===== src/rtl/alu_status_reg_pkg.sv =====
// Shared constants for the adder status stage: flag bit positions,
// handshake state encoding and the default datapath width.
package alu_status_reg_pkg;

    localparam int ALU_WIDTH = 8;

    // Bit positions inside the {N,Z,C,V} flag vector
    localparam int FLAG_N = 3;
    localparam int FLAG_Z = 2;
    localparam int FLAG_C = 1;
    localparam int FLAG_V = 0;

    typedef enum logic {
        ST_EMPTY = 1'b0,
        ST_FULL  = 1'b1
    } state_e;

endpackage


===== src/rtl/alu_status_reg_flag_next.sv =====
// alu_flag_next: combinational next-NZCV from the adder outputs.
// In a chained op Z accumulates so a multi-byte result is zero only if
// every byte was zero.
module alu_flag_next
    import alu_status_reg_pkg::*;
#(
    parameter int WIDTH = ALU_WIDTH
) (
    input  logic [WIDTH-1:0] Sum,
    input  logic             Cout,
    input  logic             Ovr,
    input  logic             Use_carry,
    input  logic             z_old_i,
    output logic [3:0]       flags_nxt_o
);

    logic sum_zero;

    assign sum_zero = (Sum == '0);

    // Assemble next NZCV; Z is ANDed with the stored Z for chained ops
    always_comb begin
        flags_nxt_o         = 4'b0000;
        flags_nxt_o[FLAG_N] = Sum[WIDTH-1];
        flags_nxt_o[FLAG_Z] = Use_carry ? (z_old_i & sum_zero) : sum_zero;
        flags_nxt_o[FLAG_C] = Cout;
        flags_nxt_o[FLAG_V] = Ovr;
    end

endmodule


===== src/rtl/alu_status_reg.sv =====
// alu_status_reg: one-entry result buffer with valid/ready handshake,
// NZCV status flags and carry-in generation for ADC/SBC chains.
// Optional build macro STICKY_OVR_EN adds the Ovr_sticky output.
module alu_status_reg
    import alu_status_reg_pkg::*;
#(
    parameter int WIDTH = ALU_WIDTH
) (
    input  logic             clk,
    input  logic             rst_n,
    input  logic [WIDTH-1:0] Sum,
    input  logic             Cout,
    input  logic             Ovr,
    input  logic             Cin_req,
    input  logic             Use_carry,
    output logic             Cin,
    input  logic             In_valid,
    output logic             In_ready,
    input  logic             Flag_we,
    input  logic             Flag_load,
    input  logic [3:0]       Flag_din,
    output logic [WIDTH-1:0] Result,
    output logic             Result_valid,
    input  logic             Result_ready,
    output logic [3:0]       Flags
`ifdef STICKY_OVR_EN
    ,
    output logic             Ovr_sticky
`endif
);

    state_e           state_q, state_d;
    logic [WIDTH-1:0] result_q;
    logic [3:0]       flags_q, flags_d;
    logic [3:0]       flags_nxt;
    logic             accept;
    logic             flag_upd;

    // Pass-through: a full buffer still accepts when it is drained this cycle
    assign In_ready     = (state_q == ST_EMPTY) | Result_ready;
    assign accept       = In_valid & In_ready;
    assign flag_upd     = accept & Flag_we;
    assign Result_valid = (state_q == ST_FULL);
    assign Result       = result_q;
    assign Flags        = flags_q;
    assign Cin          = Use_carry ? flags_q[FLAG_C] : Cin_req;

    alu_flag_next #(.WIDTH(WIDTH)) u_flag_next (
        .Sum        (Sum),
        .Cout       (Cout),
        .Ovr        (Ovr),
        .Use_carry  (Use_carry),
        .z_old_i    (flags_q[FLAG_Z]),
        .flags_nxt_o(flags_nxt)
    );

    // Handshake next state and flag next value (load beats update)
    always_comb begin
        state_d = state_q;
        flags_d = flags_q;
        if (accept)
            state_d = ST_FULL;
        else if ((state_q == ST_FULL) && Result_ready)
            state_d = ST_EMPTY;
        if (Flag_load)
            flags_d = Flag_din;
        else if (flag_upd)
            flags_d = flags_nxt;
    end

    // State, result buffer and flag registers
    always_ff @(posedge clk or negedge rst_n) begin
        if (!rst_n) begin
            state_q  <= ST_EMPTY;
            result_q <= '0;
            flags_q  <= 4'b0000;
        end else begin
            state_q <= state_d;
            flags_q <= flags_d;
            if (accept)
                result_q <= Sum;
        end
    end

`ifdef STICKY_OVR_EN
    logic ovr_sticky_q;

    assign Ovr_sticky = ovr_sticky_q;

    // Sticky overflow: set by any flagged overflow, cleared only by a load
    always_ff @(posedge clk or negedge rst_n) begin
        if (!rst_n)
            ovr_sticky_q <= 1'b0;
        else if (Flag_load)
            ovr_sticky_q <= 1'b0;
        else if (flag_upd && Ovr)
            ovr_sticky_q <= 1'b1;
    end
`endif

endmodule


===== config.mk =====
export PLATFORM = sky130hd
export DESIGN_NAME = alu_status_reg
export DESIGN_NICKNAME = d
export VERILOG_FILES = /design/src/rtl/alu_status_reg_pkg.sv /design/src/rtl/alu_status_reg_flag_next.sv /design/src/rtl/alu_status_reg.sv
export SDC_FILE = /design/constraint.sdc
export NUM_CORES = 1
export LEC_CHECK = 0
export BUFFER_PORTS_ARGS = -buffer_cell sky130_fd_sc_hd__buf_2
export CAP_MARGIN = 15
export CORE_MARGIN = 4
export CORE_UTILIZATION = 45
export DETAILED_ROUTE_END_ITERATION = 8
export GPL_TIMING_DRIVEN = 0
export PLACE_DENSITY = 0.78
export SLEW_MARGIN = 20
export SYNTH_ARGS = -nofsm -noshare
export SYNTH_HDL_FRONTEND = slang
export SYNTH_HIERARCHICAL = 1
export SYNTH_SLANG_ARGS = --single-unit

===== constraint.sdc =====
create_clock -name clk -period 2 [get_ports clk]
set_clock_uncertainty 0.05 [all_clocks]
set_input_delay 0.2 -clock clk [delete_from_list [all_inputs] [get_ports clk]]
set_output_delay 0.2 -clock clk [all_outputs]
set_load 0.05 [all_outputs]

-- Yosys cells after proc, flatten, opt, wreduce, memory -nomap -nowiden
Index checks and enable logic that the tools add are counted.
- mux-type cells: 6
- bitwise gates (word level): 5
- reductions and logical operators: 4
- operator list (cell ; count):
    zero test 8 bit ; 1
    two-way mux 4 bit ; 2
    two-way mux 1 bit ; 4
    nonzero test 2 bit ; 2
    bitwise AND 1 bit ; 3
    logical AND 1 bit ; 1
    inverter 1 bit ; 1
    bitwise OR 1 bit ; 1
- register bits after elaboration: 13
- input port bits: 22
- output and inout port bits: 15
- word-level logic and storage cells: 18

-- Depth between registers and ports, before layout
Gate-level depths: netlist of run 1.
- depth after elaboration: 6
- gate-level depth with buffers: 4

-- Cells and area by module
The synthesis of run 1 kept the hierarchy.
- modules (own cells, without submodules) (module ; times used ; cells an instance ; area each (um2) ; sequential area each (um2)):
    alu_status_reg ; 1 ; 45 ; 611.8 ; 325.3
    alu_flag_next ; 1 ; 7 ; 47.5 ; 0.0

-- Worst setup path before layout of run 1
Ideal clock, no wire load.
- path kind: reg-to-reg
- start point: reg state_q, in the netlist Result_valid
- end point: reg result_q[0], in the netlist Result[0]
- arrival time: 1.423 ns
- data required time: 1.825 ns
- setup slack: 0.401 ns
- stages on the path, launching flop included: 5
- buffers on the path: 0
- period minus slack after synthesis: 1.599 ns
- cell sequence: dfrtp_1 -> nor2b_4 -> inv_6 -> nand2_8 -> mux2_4
- word-level cells in the longest chain between the ends: 3
- ends and longest elaborated chain (element ; line ; RTL):
    from (decl) ; alu_status_reg.sv:32 ; state_e state_q, state_d;
    from (signal assigned) ; alu_status_reg.sv:78 ; state_q <= state_d;
    inverter 1 bit ; alu_status_reg.sv:40 ; assign In_ready = (state_q == ST_EMPTY) | Result_ready;
    bitwise OR 1 bit ; alu_status_reg.sv:40 ;
    named net In_ready ; alu_status_reg.sv:18 ; output logic In_ready,
    bitwise AND 1 bit ; alu_status_reg.sv:41 ; assign accept = In_valid & In_ready;
    to (signal assigned) ; alu_status_reg.sv:81 ; result_q <= Sum;
    to (decl) ; alu_status_reg.sv:33 ; logic [WIDTH-1:0] result_q;
The timed path passes the listed nets, and every way through them passes these cells.
A chain may end at the register's enable or synchronous reset.

-- Final worst setup path of run 1
- start point: reg state_q, in the netlist Result_valid
- end point: out In_ready
- word-level cells in the longest chain between the ends: 2
- ends and longest elaborated chain (element ; line):
    inverter 1 bit ; alu_status_reg.sv:40
    bitwise OR 1 bit ; alu_status_reg.sv:40
    to (decl) ; alu_status_reg.sv:18
No other way between the ends.

==> flow_metrics.tcl, run 1 <==
set metrics [dict create \
    outcome "finished clean" \
    switching_power_mw 0.295 \
    finalSetupTns_ns 0 \
    ios 37 \
    crit_chain "nor2b_4 -> inv_6 -> buf_2" \
    hold_violations 0 \
    cts_resized 0 \
    ys_ff_latch 13 \
    die_h_um 46.3 \
    busiest_layer "met2" \
    swShare_pct 38.7 \
    n_antenna_cell 0 \
    relSlewSlack_pct 80.7 \
    p_clk_share_pct 21.1 \
    p_leak_nw 0.450 \
    crit_cells 3 \
    antenna_left 0 \
    clkTransAtPathRegs_ns 0.08 \
    worst_slew_pin_slew_ns 0.287 \
    rr_worst_depth 4 \
    rsz0062_at_grt "false" \
    grtUsageMet1_pct 18.6 \
    p_comb_share_pct 37.9 \
    h-tree-depth 1 \
    finalNetCount 113 \
    met2_usage_pct 21.4 \
    end_kind "output port" \
    cp_max_fo 7 \
    tritoncts "done" \
    crit_type "flip-flop to output port" \
    cap_violations 0 \
    die_w_um 46.3 \
    synth_fp_nets 74 \
    cts_sinks 13 \
    drt_iter0_markers 2 \
    port_buffers 33 \
    startpoint_type "flip-flop" \
    synth_flop_cell "dfrtp_1" \
    synth_area_um2 659 \
    post_drt_wl_per_cell_um 13.0 \
    post-synth-top-count-cell "dfrtp_1" \
    grt_pass1_wl_um 2170 \
    synth.area.top_cells "dfrtp_1 49%, mux2_4 18%, a31oi_1 3.8%" \
    first_global_vias 507 \
    drtPass1Iterations 4 \
    yosysWarnings 6 \
    totalWireLength_um 1370 \
    avgViaCountPerCell 4.87 \
    placed_cell_area_um2 843 \
    core-area_mm2 0.00133 \
    min_period_over_period_pct 70.3 \
    whs_path_depth 2 \
    clockBufferDepth 2 \
    stdcell_area_um2 880 \
    pwr-share-seq_pct 41.0 \
    async_reset_ff_share_pct 100 \
    critPathArrivalTime_ns 1.16 \
    vias 511 \
    fin_crit_ns 1.41 \
    clkLatencyLatePin_ns 0.27 \
    powerDensity_mw_per_mm2 868 \
    numCtsBuffers 3 \
    synth_cell_types 17 \
    synth.largest_area_cell "dfrtp_1" \
    grt_antenna_before_repair 0 \
    cpLargestDelayFamily "flip-flops" \
    setup_violations 0 \
    syn_inst 52 \
    synth_edf_count 0 \
    slew_viol_final 0 \
    gp_congestion 0.757 \
    grt-ovfl-total 0 \
    path_buf_inv 2 \
    fmax_mhz 711 \
    start_util_pct 49.4 \
    hold_path_class "input port to flip-flop" \
    critPathRequiredTime_ns 1.75 \
    grt_use_total_pct 14.7 \
    synth_top_area_share_pct 49.3 \
    p_int_mw 0.468 \
    route.detailed.drc 0 \
    gr-usage-met3_pct 3.91 \
    ys_seq_area_share_pct 49.3 \
    crit_path_max_incr_delay_ns 0.37 \
    area_delta_synth_final_pct 33.4 \
    placementRows 13 \
    grt_max_degree 14 \
    dieArea_mm2 0.00214 \
    critPathSlowestCell "dfrtp_1" \
    yosys-top-cells-count "13 x dfrtp_1, 8 x mux2_4" \
    ctsRootBufferMaster "clkbuf_4" \
    avgSynthCellArea_um2 12.7 \
    drive_gt1_share_pct 57.8 \
    irDropWorstVdd_v 0.000445 \
]
## flip-flops by register name (all words and copies together) (netlist names)
register      count
Result            8
Flags             4
Result_valid      1
## power groups by stage
stage | clock network (mW) | logic (mW) | registers (mW)
after floorplan | 0 | 0.0941 | 0.438
after global placement | 0 | 0.287 | 0.317
after detailed placement | 0 | 0.290 | 0.319
after CTS | 0.167 | 0.292 | 0.313
after global routing | 0.179 | 0.306 | 0.317
final | 0.161 | 0.289 | 0.313
## metal layers
metal	share of wire [%]	wire length [um]	up-vias
met3	12	166	5
met2	40	552	29
li1	-	-	262
met1	45	615	215
met5	0	0	-
met4	2.5	34	0
## final timing paths
check,startpoint,end,slack [ns]
setup / recovery,Result_valid,In_ready,0.59
hold / removal,Sum[3],Result[3],0.11
setup reg to reg,Result_valid,Result[2],0.77
hold reg to reg,Result[6],Result[6],0.46
max in group asynchronous,rst_n,Flags[0],1.41
min in group asynchronous,rst_n,Result[1],0.27
## worst register-to-register path: stages, from the launching register on
cell     delay (ns)
dfrtp_1        0.34
nor2b_4        0.22
inv_6          0.08
nand2_8        0.12
mux2_4         0.31
## layout make-up
cell class | count | area, um2
fill | 117 | 454
sequential | 13 | 325
multi-input combinational | 33 | 285
timing repair buffer | 34 | 175
buffer | 4 | 36.3
clock buffer | 4 | 26.3
tap | 15 | 18.8
inverter | 2 | 12.5
## cells in the final DEF (no fill, tap or decap)
master and n:
buf_2 33, dfrtp_1 13, mux2_4 8, nand4_1 4
o21ai_0 4, nor2_1 4, a31oi_1 4, clkbuf_4 3
buf_4 3, nand2b_1 2, nor4_1 2, nor2b_4 1
inv_6 1, mux2_2 1, inv_1 1, clkbuf_8 1
nand2_1 1, nand2_8 1, clkbuf_1 1, dlygate4sd3_1 1
and3_1 1
## kinds of logic after synthesis
logic type | share of synthesized area, %
buffers and inverters | 7.40
flip-flops | 49.3
AND/OR/NAND/NOR | 16.5
AO/OA/AOI/OAI | 6.83
multiplexers | 19.9
## stage by stage
stage | std cells | hold slack, ns | setup slack [ns] | util, % | total power [mW]
2_1_floorplan | 52 | -0.146 | 0.401 | - | 0.532
3_3_place_gp | 100 | 0.0455 | 0.781 | 63.2 | 0.604
4_1_cts | 105 | 0.108 | 0.581 | 65.9 | 0.773
5_1_grt | 105 | 0.103 | 0.541 | 65.9 | 0.802
6_report | 105 | 0.113 | 0.593 | 65.9 | 0.764
3_5_place_dp | 100 | 0.0482 | 0.773 | 63.2 | 0.609
## timing repair
action	CTS	global route
endpoints found under the hold margin	13	0
hold buffers	1	0
setup buffers	0	0
(Power assumes the default switching activity.)
==> run 2: changes to the inputs <==
ABC_AREA = 1   (was not set)
CORE_UTILIZATION = 42   (was 45)
PLACE_DENSITY = 0.73   (was 0.78)
clock period = 1.4 ns   (was 2 ns; I/O delays follow)
==> flow_metrics.tcl, run 2 <==
set metrics [dict create \
    h-tree-depth 1 \
    grt_antenna_before_repair 0 \
    post_drt_wl_per_cell_um 10.4 \
    cp_max_fo 10 \
    finalNetCount 144 \
    dieArea_mm2 0.00230 \
    vias 633 \
    grt_pass1_wl_um 2130 \
    stdcell_area_um2 893 \
    antenna_left 0 \
    largest_reg_flops 8 \
    whs_path_depth 3 \
    start_util_pct 44.4 \
    port_buffers 33 \
    synth_cell_types 12 \
    numCtsBuffers 3 \
    setup_violations 0 \
    min_period_over_period_pct 94.8 \
    crit_path_max_incr_delay_ns 0.41 \
    synth_flop_cell "dfrtp_1" \
    powerDensity_mw_per_mm2 1200 \
    end_kind "output port" \
    critPathArrivalTime_ns 1.14 \
    crit_chain "nand2_4 -> buf_6 -> clkbuf_4" \
    drt_iter0_markers 3 \
    finalSetupTns_ns 0 \
    synth_fp_nets 105 \
    slew_viol_final 0 \
    critPathSlowestCell "dfrtp_1" \
    gp_congestion 0.726 \
    rsz0062_at_grt "false" \
    synth_edf_count 0 \
    die_w_um 47.9 \
    irDropWorstVdd_v 0.000435 \
    drive_gt1_share_pct 39.7 \
    area_delta_synth_final_pct 33.5 \
    grt-ovfl-total 0 \
    avgViaCountPerCell 4.62 \
    final_cell_mix "39 x nand2_1, 32 x buf_2, 13 x dfrtp_1, 13 x nand3_1, 5 x nor2_1" \
    clockBufferDepth 2 \
    synth_top_area_share_pct 48.6 \
    layout_commonest_cell "nand2_1" \
    ctsRootBufferMaster "clkbuf_4" \
    ys_ff_latch 13 \
    route.detailed.drc 0 \
    n_antenna_cell 0 \
    outcome "finished clean" \
    avgSynthCellArea_um2 8.06 \
    synth.largest_area_cell "dfrtp_1" \
    fin_crit_ns 1.33 \
    startpoint_type "flip-flop" \
    yosys-top-cells-count "39 x nand2_1, 13 x dfrtp_1, 13 x nand3_1" \
    totalWireLength_um 1430 \
    synth.area.top_cells "dfrtp_1 49%, nand2_1 22%, nand3_1 9.7%" \
    p_leak_nw 0.529 \
    grt_use_total_pct 13.2 \
    placed_cell_area_um2 855 \
    hold_path_class "input port to flip-flop" \
    placementRows 14 \
    hold_violations 0 \
    critPathRequiredTime_ns 1.21 \
    post-synth-top-count-cell "nand2_1" \
    relSlewSlack_pct 80.6 \
    cts_sinks 13 \
    ios 37 \
    nFillCells 153 \
    clkLatencyLatePin_ns 0.26 \
    fmax_mhz 754 \
    grt_max_degree 14 \
    synth_area_um2 669 \
    rr_worst_depth 8 \
    tritoncts "done" \
    crit_type "flip-flop to output port" \
    ys_seq_area_share_pct 48.6 \
    core-area_mm2 0.00151 \
    cap_violations 0 \
    async_reset_ff_share_pct 100 \
    drtPass1Iterations 4 \
    die_h_um 47.9 \
    first_global_vias 556 \
    worst_slew_pin_slew_ns 0.290 \
    clkTransAtPathRegs_ns 0.08 \
    syn_inst 83 \
    dpl.hpwl_um 1160 \
    yosysWarnings 6 \
]
## run 2: cell count changes after synthesis, sizes merged, moves of 2 or more
| cell | previous run | this run |
|---|---|---|
| nand3 | 0 | 14 |
| buf | 3 | 5 |
| a31oi | 4 | 0 |
| mux2 | 9 | 1 |
| nor4 | 2 | 0 |
| o21ai | 4 | 0 |
| nand2b | 2 | 0 |
| nand2 | 2 | 42 |
| nand4 | 4 | 0 |
## run 2: final timing paths
path                         startpoint   endpoint  slack [ns]
setup / recovery           Result_valid   In_ready        0.07
hold / removal                   Sum[2]  Result[2]        0.07
setup reg to reg               Flags[2]   Flags[2]        0.44
hold reg to reg               Result[2]  Result[2]        0.42
max in group asynchronous         rst_n  Result[0]        0.84
min in group asynchronous         rst_n  Result[2]        0.24
## run 2: kinds of logic (layout without fill, tap and decap cells)
logic type	Yosys count	in the layout	share of synthesized area, %
simple gates	61	61	41.3
flops	13	13	48.6
buf+inv	8	46	8.41
mux	1	1	1.68
## run 2: metal layers
metal  GRT usage, %  up-vias  wire, um
met5              0        -         0
met4           6.45        0         0
met3           3.76        0       127
met2           22.2       20       721
met1           15.2      277       580
li1               -      336         -
## run 2: cell type report
cell class / count / area, um2 / area share [%]
Buffer: 5 / 45.0 / 5.04
Sequential cell: 13 / 325 / 36.4
Multi-Input combinational cell: 62 / 288 / 32.2
Inverter: 3 / 11.3 / 1.26
Timing Repair Buffer: 34 / 178 / 19.9
Clock buffer: 4 / 26.3 / 2.94
Tap cell: 16 / 20.0 / 2.24
## run 2: stage by stage
| stage | hold WS [ns] | power [mW] | utilization [%] | setup WS [ns] | instances |
|---|---|---|---|---|---|
| after detailed placement | -0.0119 | 0.860 | 56.7 | 0.324 | 132 |
| after CTS | 0.0639 | 1.08 | 59.1 | 0.0254 | 137 |
| final | 0.0664 | 1.08 | 59.3 | 0.0734 | 137 |
| after global routing | 0.0920 | 1.14 | 59.3 | 0.0213 | 137 |
| after global placement | -0.0141 | 0.854 | 56.7 | 0.327 | 132 |
| after floorplan | -0.206 | 0.748 | - | 0.161 | 83 |
## run 2: repair_timing
item                                    CTS  global route
hold buffers                              1             0
endpoints found under the setup margin    0             1
resized for setup                         0             1
hold endpoints to repair                 13             0
buffers inserted                          0             0
## run 2: power breakdown
group | switching, mW | total, mW | leakage, nW | internal [mW]
sequential | 0.0266 | 0.449 | 0.160 | 0.423
clock | 0.113 | 0.223 | 0.0150 | 0.110
combinational | 0.296 | 0.403 | 0.354 | 0.108
total | 0.436 | 1.08 | 0.529 | 0.641
## run 2: critical path: cells and delay by family (launching register included)
family                 cells  cell delay (ns)
DFF                        1             0.41
buffers and inverters      2             0.36
and+or+nand+nor            1             0.10
==> run 3: changes to the inputs <==
PLACE_DENSITY = 0.74   (was 0.73)
SYNTH_HIERARCHICAL = not set   (was 1)
==> flow_metrics.tcl, run 3 <==
set metrics [dict create \
    antenna_left 0 \
    first_global_vias 576 \
    end_kind "output port" \
    startpoint_type "flip-flop" \
    cpLargestDelayFamily "flip-flops" \
    worst_slew_pin_slew_ns 0.285 \
    hold_path_class "input port to flip-flop" \
    tritoncts "done" \
    port_buffers 35 \
    cts_setup_buffers 0 \
    cap_violations 0 \
    synthAdderAreaFrac_pct 0 \
    synth_top_family_by_area "simple AND/OR/NAND/NOR gates" \
    finalNetCount 140 \
    relSlewSlack_pct 81.0 \
    critPathArrivalTime_ns 1.16 \
    grt_antenna_before_repair 0 \
    grt_max_degree 14 \
    ys_seq_area_share_pct 49.7 \
    die_w_um 47.5 \
    post_drt_wl_per_cell_um 11.1 \
    synth-compound-area-share_pct 4.02 \
    async_reset_ff_share_pct 100 \
    nFillCells 125 \
    grt_pass1_wl_um 2370 \
    avgSynthCellArea_um2 8.50 \
    core-area_mm2 0.00138 \
    slew_viol_final 0 \
    critPathRequiredTime_ns 1.21 \
    drive_gt1_share_pct 44.4 \
    synthMuxAreaShare_pct 0 \
    path_buf_inv 2 \
    start_util_pct 47.3 \
    placementRows 13 \
    synth_simple_gate_area_share_pct 40.0 \
    cp_max_fo 10 \
    rsz0062_at_grt "false" \
    largest_reg_flops 8 \
    finalSetupTns_ns 0 \
    crit_path_max_incr_delay_ns 0.41 \
    p_leak_nw 0.510 \
    synth_fp_nets 99 \
    syn_inst 77 \
    grt-ovfl-total 0 \
    fin_crit_ns 1.35 \
    h-tree-depth 1 \
    fmax_mhz 740 \
    dp_slack_ns 0.277 \
    synth_cell_types 18 \
    yosys-top-cells-count "30 x nand2_1, 13 x dfrtp_1, 10 x nand3_1" \
    setup_violations 0 \
    path_common_cell "buf_4" \
    ctsRootBufferMaster "clkbuf_4" \
    critPathSlowestCell "dfrtp_1" \
    ios 37 \
    crit_chain "nand2_4 -> buf_4 -> buf_4" \
    grt_use_total_pct 15.4 \
    post-synth-top-count-cell "nand2_1" \
    fin_ws_ns 0.0478 \
    synth_area_um2 654 \
    drtPass1Iterations 4 \
    avgViaCountPerCell 4.78 \
    vias 631 \
    irDropWorstVdd_v 0.000791 \
    dpl.hpwl_um 1220 \
    ys_ff_latch 13 \
    outcome "finished clean" \
    n_antenna_cell 0 \
    cts_sinks 13 \
    yosysWarnings 0 \
    route.detailed.drc 0 \
    drt_iter0_markers 4 \
    dieArea_mm2 0.00225 \
    crit_type "flip-flop to output port" \
    synth_edf_count 0 \
    area_delta_synth_final_pct 37.3 \
    clkLatencyLatePin_ns 0.27 \
    layout_commonest_cell "buf_2" \
    synth.largest_area_cell "dfrtp_1" \
    gp_congestion 0.757 \
    die_h_um 47.5 \
    hold_violations 0 \
    synth.area.top_cells "dfrtp_1 50%, nand2_1 17%, nand3_1 7.6%" \
    clkTransAtPathRegs_ns 0.07 \
    numCtsBuffers 3 \
    final_cell_mix "34 x buf_2, 30 x nand2_1, 13 x dfrtp_1" \
    clockBufferDepth 2 \
    totalWireLength_um 1470 \
    powerDensity_mw_per_mm2 1200 \
    synth_top_area_share_pct 49.7 \
    synth_flop_cell "dfrtp_1" \
    synth_xor_area_share_pct 0 \
    min_period_over_period_pct 96.6 \
]
run 3: cell count changes after synthesis, moves of 2 or more:
| cell | change |
|---|---|
| inv_1 | +2 |
| nand3_2 | +2 |
| nand3_1 | -3 |
| nand2_1 | -9 |
| nor2_2 | +2 |
run 3: where the power goes:
| group | internal (mW) | leakage [nW] | total, mW | switching [mW] |
|---|---|---|---|---|
| clock | 0.110 | 0.0150 | 0.221 | 0.110 |
| sequential | 0.423 | 0.158 | 0.449 | 0.0263 |
| combinational | 0.109 | 0.337 | 0.412 | 0.303 |
| total | 0.643 | 0.510 | 1.08 | 0.439 |
run 3: kinds of logic (layout without fill, tap and decap cells):
logic type             after synthesis  after routing
and+or+nand+nor                     53             53
DFF                                 13             13
buffers and inverters                7             47
AOI/OAI and AO/OA                    4              4
run 3: timing repair:
action,CTS,global route
endpoints found under the hold margin,13,0
resized for setup,1,0
hold buffers,1,0
setup endpoints to repair,1,0
run 3: metrics by stage:
step	std cells	cell area [um2]	utilization (%)	hold WS (ns)	power (mW)
2_1_floorplan	77	666	-	-0.206	0.752
3_5_place_dp	127	860	62.2	-0.00805	0.870
5_1_grt	132	898	65.0	0.0420	1.15
6_report	132	898	65.0	0.0333	1.08
3_3_place_gp	127	860	62.2	-0.0125	0.863
4_1_cts	132	898	65.0	0.0281	1.10
run 3: layout make-up:
class | count | area [um2] | share of cell area, %
multi-input cells | 57 | 299 | 33.3
well taps | 15 | 18.8 | 2.09
flip-flops and latches | 13 | 325 | 36.2
plain buffers | 3 | 26.3 | 2.92
clock buffers | 4 | 26.3 | 2.92
repair buffers | 36 | 188 | 20.9
inverters | 4 | 15.0 | 1.67
run 3: worst reg2reg max path, delay by kind of cell, from the launching register on:
| kind | cells | cell delay (ns) |
|---|---|---|
| simple gates | 3 | 0.28 |
| buf+inv | 1 | 0.17 |
| flops | 1 | 0.41 |
run 3: final timing paths:
path	startpoint	end	slack (ns)	cells after the start
hold / removal	Flag_din[2]	Flags[2]	0.03	3
max in group asynchronous	rst_n	Flags[1]	0.85	2
min in group asynchronous	rst_n	Flags[0]	0.22	2
setup / recovery	Result_valid	In_ready	0.05	3
setup reg to reg	Result_valid	Result[6]	0.43	4
hold reg to reg	Result[6]	Result[6]	0.42	2
run 3: routing by layer:
layer	track usage, %	part of all wire [%]	routed length (um)
met5	0	0	0
met4	4.97	0.68	10
met3	5.64	10	152
met2	26.7	51	753
met1	17.5	38	553
